--- config.mk ---
export PLATFORM = sky130hd
export DESIGN_NAME = branch_resolve_queue
export DESIGN_NICKNAME = d
export VERILOG_FILES = /design/src/rtl/branch_resolve_queue.sv
export SDC_FILE = /design/constraint.sdc
export NUM_CORES = 2
export LEC_CHECK = 0
export ABC_CLOCK_PERIOD_IN_PS = 10800
export CORE_ASPECT_RATIO = 1.1
export CORE_MARGIN = 2
export CORE_UTILIZATION = 45
export DETAILED_ROUTE_END_ITERATION = 8
export GPL_TIMING_DRIVEN = 0
export PLACE_DENSITY = 0.73
export SETUP_SLACK_MARGIN = 0.5
export SLEW_MARGIN = 20
export SYNTH_ARGS = -nofsm -noshare
export SYNTH_HDL_FRONTEND = slang
export SYNTH_SLANG_ARGS = --single-unit
--- constraint.sdc ---
create_clock -name clock -period 10.8 [get_ports clock]
set_input_delay 1.08 -clock clock [delete_from_list [all_inputs] [get_ports clock]]
set_output_delay 1.08 -clock clock [all_outputs]
set_load 0.03 [all_outputs]
--- src/rtl/branch_resolve_queue.sv ---
// branch_resolve_queue: two-wide in-order queue of fetch-time branch
// predictions, checked against resolved outcomes at retire. Produces
// registered predictor-training strobes, a squash pulse and a redirect PC.
// Optional feature macro: BRQ_STATS_EN adds saturating retire/mispredict
// counters (stat_branches, stat_mispredicts).

`ifndef XLEN
`define XLEN 32
`endif

module branch_resolve_queue #(
    parameter int BRQ_DEPTH = 16,
    parameter int BRQ_IDX_W = $clog2(BRQ_DEPTH)
) (
    input  logic                   clock,
    input  logic                   reset,
    input  logic [1:0]             push_valid,
    input  logic [2*`XLEN-1:0]     push_pc,
    input  logic [1:0]             push_pred_taken,
    input  logic [2*`XLEN-1:0]     push_pred_target,
    output logic                   push_ready,
    input  logic [1:0]             rt_valid,
    input  logic [2*`XLEN-1:0]     rt_pc,
    input  logic [1:0]             rt_taken,
    input  logic [2*`XLEN-1:0]     rt_target,
    output logic [1:0]             upd_en,
    output logic [2*`XLEN-1:0]     upd_pc,
    output logic [1:0]             upd_taken,
    output logic [2*`XLEN-1:0]     upd_target,
    output logic                   squash,
    output logic [`XLEN-1:0]       redirect_pc,
    output logic                   order_err,
`ifdef BRQ_STATS_EN
    output logic [31:0]            stat_branches,
    output logic [31:0]            stat_mispredicts,
`endif
    output logic [BRQ_IDX_W:0]     count
);

    localparam int XW    = `XLEN;
    localparam int CNT_W = BRQ_IDX_W + 1;

    // Prediction storage
    logic [XW-1:0] ent_pc     [BRQ_DEPTH];
    logic          ent_taken  [BRQ_DEPTH];
    logic [XW-1:0] ent_target [BRQ_DEPTH];

    logic [BRQ_IDX_W-1:0] head;
    logic [BRQ_IDX_W-1:0] tail;

    // Per-slot retire evaluation
    logic [BRQ_IDX_W-1:0] rd_idx   [2];
    logic [XW-1:0]        slot_pc  [2];
    logic [XW-1:0]        slot_tgt [2];
    logic [1:0]           in_range;
    logic [1:0]           mismatch;
    logic [1:0]           consume;
    logic [1:0]           mp;
    logic [1:0]           bad_order;
    logic                 mispredict;
    logic [XW-1:0]        fix_pc;
    logic [CNT_W-1:0]     pop_cnt;

    // Push acceptance
    logic                 push_ok;
    logic [1:0]           push_en;
    logic [CNT_W-1:0]     push_cnt;

    assign push_ready = (count <= CNT_W'(BRQ_DEPTH - 2));

    // Retire checking: compare each retiring slot with head+i and decide what is consumed
    always_comb begin
        rd_idx[0]   = head;
        rd_idx[1]   = head + BRQ_IDX_W'(1);
        in_range[0] = (count != '0);
        in_range[1] = (count >= CNT_W'(2));
        for (int i = 0; i < 2; i++) begin
            slot_pc[i]  = rt_pc[i*XW +: XW];
            slot_tgt[i] = rt_target[i*XW +: XW];
            mismatch[i] = (ent_taken[rd_idx[i]] != rt_taken[i]) |
                          (rt_taken[i] & (ent_target[rd_idx[i]] != slot_tgt[i]));
        end

        // A slot without a backing entry has nothing to compare against, so it
        // can only raise order_err, never a mispredict.
        consume[0] = rt_valid[0];
        mp[0]      = consume[0] & in_range[0] & mismatch[0];
        consume[1] = rt_valid[1] & rt_valid[0] & ~mp[0];
        mp[1]      = consume[1] & in_range[1] & mismatch[1];

        for (int i = 0; i < 2; i++) begin
            bad_order[i] = consume[i] &
                           (~in_range[i] | (slot_pc[i] != ent_pc[rd_idx[i]]));
        end

        mispredict = |mp;
        if (mp[0]) begin
            fix_pc = rt_taken[0] ? slot_tgt[0] : slot_pc[0] + XW'(4);
        end else begin
            fix_pc = rt_taken[1] ? slot_tgt[1] : slot_pc[1] + XW'(4);
        end

        // Only slots that actually hold an entry move head/count; this keeps a
        // retire-on-empty from underflowing the occupancy.
        pop_cnt = CNT_W'(consume[0] & in_range[0]) + CNT_W'(consume[1] & in_range[1]);

        // Wrong-path fetch: drop pushes in the mispredict cycle and the squash cycle.
        push_ok    = push_ready & ~mispredict & ~squash;
        push_en[0] = push_ok & push_valid[0];
        push_en[1] = push_ok & push_valid[0] & push_valid[1];
        push_cnt   = CNT_W'(push_en[0]) + CNT_W'(push_en[1]);
    end

    // Entry writes at tail and tail+1
    // NOTE: storage has no reset; occupancy is tracked by head/tail/count, so stale contents are never observed.
    always_ff @(posedge clock) begin
        if (push_en[0]) begin
            ent_pc[tail]     <= push_pc[0 +: XW];
            ent_taken[tail]  <= push_pred_taken[0];
            ent_target[tail] <= push_pred_target[0 +: XW];
        end
        if (push_en[1]) begin
            ent_pc[tail + BRQ_IDX_W'(1)]     <= push_pc[XW +: XW];
            ent_taken[tail + BRQ_IDX_W'(1)]  <= push_pred_taken[1];
            ent_target[tail + BRQ_IDX_W'(1)] <= push_pred_target[XW +: XW];
        end
    end

    // Pointers, occupancy, training strobes, squash/redirect and sticky order error
    // NOTE: all state here uses non-blocking assignments so every register samples pre-edge values.
    always_ff @(posedge clock or negedge reset) begin
        if (!reset) begin
            head        <= '0;
            tail        <= '0;
            count       <= '0;
            upd_en      <= '0;
            upd_pc      <= '0;
            upd_taken   <= '0;
            upd_target  <= '0;
            squash      <= 1'b0;
            redirect_pc <= '0;
            order_err   <= 1'b0;
        end else begin
            if (mispredict) begin
                // Pushes are dropped this cycle, so tail is stable; flush by
                // pulling head up to it.
                head  <= tail;
                count <= '0;
            end else begin
                head  <= head + pop_cnt[BRQ_IDX_W-1:0];
                tail  <= tail + push_cnt[BRQ_IDX_W-1:0];
                count <= count + push_cnt - pop_cnt;
            end

            upd_en <= consume;
            for (int i = 0; i < 2; i++) begin
                if (consume[i]) begin
                    upd_pc[i*XW +: XW]     <= slot_pc[i];
                    upd_taken[i]           <= rt_taken[i];
                    upd_target[i*XW +: XW] <= slot_tgt[i];
                end
            end

            squash <= mispredict;
            if (mispredict) begin
                redirect_pc <= fix_pc;
            end

            if (|bad_order) begin
                order_err <= 1'b1;
            end
        end
    end

`ifdef BRQ_STATS_EN
    logic [32:0] br_sum;
    logic [32:0] mp_sum;

    // Saturating sums of retired slots and mispredicts
    always_comb begin
        br_sum = {1'b0, stat_branches} + 33'(consume[0]) + 33'(consume[1]);
        mp_sum = {1'b0, stat_mispredicts} + 33'(mispredict);
    end

    // Statistics counters, updated on the same edge as upd_en
    always_ff @(posedge clock or negedge reset) begin
        if (!reset) begin
            stat_branches    <= '0;
            stat_mispredicts <= '0;
        end else begin
            stat_branches    <= br_sum[32] ? 32'hFFFF_FFFF : br_sum[31:0];
            stat_mispredicts <= mp_sum[32] ? 32'hFFFF_FFFF : mp_sum[31:0];
        end
    end
`endif

endmodule

==> summary.txt <==
Placement
  – Post-Place Cells: 7297
  – Detailed-placement wirelength estimate: 235 mm
  – Final GP Congestion: 0.990
  – IO buf count: 428

Critical path
  – Worst setup EP type: flip-flop
  – Reg2reg start: head[0]
  – Worst EP required: 11310 ps
  – Slowest stage cell, crit path: nor4_1
  – Max incr delay on CP: 910 ps
  – Crit path arrival time: 9740 ps
  – Crit path top cell by count: buf_4
  – Delay-heaviest family, CP: buffers and inverters
  – Critical path class: reg -> reg
  – R2R depth: 20
  – Reg-to-reg critical path endpoint: ent_target[9][16]
  – Register-to-Register Setup Slack: 1560 ps
  – CP Cell Sequence: ha_1 > xor2_2 > buf_2 > buf_4 > buf_2 > mux4_2 > xnor2_1 > o2111ai_1 > nor4_1 > a21oi_2 > buf_4 > buf_6 > or2_1 > clkbuf_1 > nor4_2 > buf_4 > buf_4 > buf_2 > buf_4 > buf_2
  – CP bufs+invs: 11
  – Startpoint Class: flip-flop
  – Max FO, Critical Path: 12

Synthesis
  – Mapped Avg Cell Area: 15.7 um2
  – Post-synth ARST share: 0.147
  – Seq/Total Area, Yosys: 0.499
  – Synth Area in Adders: 0.00427
  – Synth Flop Type: edfxtp_1
  – Yosys top cell area share: 0.436
  – Mux cell area share after synthesis: 0.385
  – FF+latch count, synth: 1219
  – Post-synth EDFFs: 1040
  – Synth cell types: 64
  – Mapped Area: 71500 um2
  – Compound-Gate Fraction of Synth Area: 0.0274
  – Main combinational cell family by area after synthesis: multiplexers
  – Dominant cell type by area after synthesis: edfxtp_1
  – Syn Nets: 4841
  – Yosys warns: 0
  – Post-Syn Instances: 4553
  – Xor and xnor area share after synthesis: 0.0257
  – Synth area leaders: edfxtp_1, mux4_2, mux2_2
  – Synth Area in Simple Gates: 0.0257

Routing
  – DR iter-0 viols: 10500
  – Final WL: 323 mm
  – Via density: 7.13
  – DRC viols: 0
  – Drt pass-1 iters: 9
  – Via count: 54000
  – Final ANT Viol Nets: 0
  – Drt wl/cell: 42.6 um

STA
  – Relative slew slack: 0.105
  – Tcrit/Tclk final: 0.855
  – Final Max Tran Viols: 0
  – RSZ-0062 raised after global routing: no
  – Final Hold Fails: 0
  – Number of setup violations in the final report: 0
  – Fmax: 108 MHz
  – Hold_ws: 104 ps
  – Setup TNS: 0 ps
  – Worst-margin pin slew: 1340 ps
  – Min cycle time layout: 9240 ps
  – Worst Skew: 58.9 ps

Clock tree
  – Worst-Skew Late Latency: 850 ps
  – Clock Sinks: 1219
  – # Post-CTS Setup Buffers: 0
  – Post_cts resized: 0
  – Total CTS buffers: 135
  – CTS Root Cell: clkbuf_16
  – Clock slew at reported path FFs: 60 ps
  – CTS max path bufs: 3
  – Hold bufs inserted after CTS: 0
  – CTS tree: built
  – H-tree depth: 4

Power and ir drop
  – Maximum vdd drop: 0.211 mV
  – Power density over cell area: 259 nW/um2
  – Switching Fraction: 0.428
  – Logic pwr share: 0.526
  – Clk pwr share: 0.214
  – P_sw: 9.46 mW
  – Leakage: 29.8 nW
  – Power Internal: 12.7 mW
  – Sequential Power Share: 0.260

Die
  – Core area: 158000 um2
  – Die area: 162000 um2
  – Row Count: 153
  – DIE WIDTH: 384 um
  – # IOs: 438
  – Initial core utilization: 0.453
  – Die Height: 422 um

Global routing
  – Vias in the first global route: 52000
  – Initial antenna violation count: 46
  – First-pass GRT wire length: 432 mm
  – Total GRT Usage: 0.391
  – Overflow after GRT: 0
  – Largest net degree at the start of global routing: 94

Job
  – Max-cap violation count: 0

Final layout
  – Share of cells above drive strength 1: 0.403
  – Area delta synth->final: 19.3%
  – Nets: 5632
  – Leading cell types in the layout, fill and taps excluded: edfxtp_1, mux2_2, mux4_2
  – Non-filler cells, final: 7580
  – Commonest non-fill, non-tap cell in the layout: edfxtp_1

Status
  – Status: finished clean

Worst hold path
  – Worst min-delay path category: in -> async
==> cell usage after synthesis, drive strengths merged, types with 18 or more instances <==
library cell  number
mux2            1205
edfxtp          1040
mux4             484
mux2i            289
buf              244
clkbuf           225
dfrtp            179
xnor2            131
nand2             85
xor2              76
a221oi            71
a22oi             62
o21ai             51
nor2              48
nand3             46
a21oi             40
nor4              30
inv               28
nand2b            26
nand4             26
nor3              26
or3               21
ha                18
==> worst max path at each step <==
stage	endpoint	cells after the start	from	slack [ps]
2_1_floorplan	ent_pc[13][0]	15	head[0]	90
3_3_place_gp	ent_target[9][16]	13	head[3]	-15190
3_5_place_dp	ent_pc[13][27]	18	head[1]	2140
4_1_cts	ent_pc[13][26]	18	head[1]	2060
5_1_grt	ent_target[9][16]	20	head[1]	1950
6_report	ent_target[9][16]	20	head[0]	1560
==> metrics by stage <==
stage / utilization / power [mW] / worst slack (ps) / instance area [um2]
2_1_floorplan: - / 12.4 / 91.3 / 71600
3_3_place_gp: 0.497 / 16.7 / -15190 / 78500
3_5_place_dp: 0.512 / 16.8 / 2140 / 80800
4_1_cts: 0.540 / 21.5 / 2060 / 85200
5_1_grt: 0.540 / 22.2 / 1950 / 85300
6_report: 0.540 / 22.1 / 1560 / 85300
==> cell type report <==
type | instances | area [um2]
inverters | 28 | 105
multi-input cells | 2837 | 33700
diodes | 35 | 87.6
fillers | 12700 | 72600
clock inverters | 65 | 633
plain buffers | 469 | 2310
repair buffers | 654 | 6460
well taps | 2092 | 2620
clock buffers | 181 | 3750
flip-flops and latches | 1219 | 35700
==> logic make-up (layout without fill, tap and decap cells) <==
logic type,Yosys count,after routing
XOR/XNOR,207,207
buffers and inverters,497,1397
flip-flops,1219,1219
adder cells (fa/ha/maj),22,22
multiplexers,1978,1978
AO/OA/AOI/OAI,275,275
AND/OR/NAND/NOR,355,355
other,0,35
==> per-layer routing <==
| metal | share of wire | track usage |
|---|---|---|
| met5 | 0.00064 | 0 |
| met4 | 0.10 | 0.308 |
| met3 | 0.17 | 0.173 |
| met2 | 0.41 | 0.545 |
| met1 | 0.32 | 0.467 |
==> power groups by stage <==
stage                     Sequential, mW  Combinational [mW]  Clock [mW]
after global placement              5.92                10.8           0
final                               5.76                11.6        4.73
after detailed placement            5.84                11.0           0
after global routing                5.78                11.6        4.86
after floorplan                     6.20                6.15           0
after CTS                           5.75                11.0        4.68
==> registers in the layout, summed over array words and instances, names as in the netlist <==
register     count
ent_target     512
ent_pc         512
ent_taken       16
upd_en           2
squash           1
count            5
upd_target      64
upd_pc          64
redirect_pc     32
tail             4
head             4
upd_taken        2
order_err        1
Note: power is estimated with default switching activity, not from simulation.
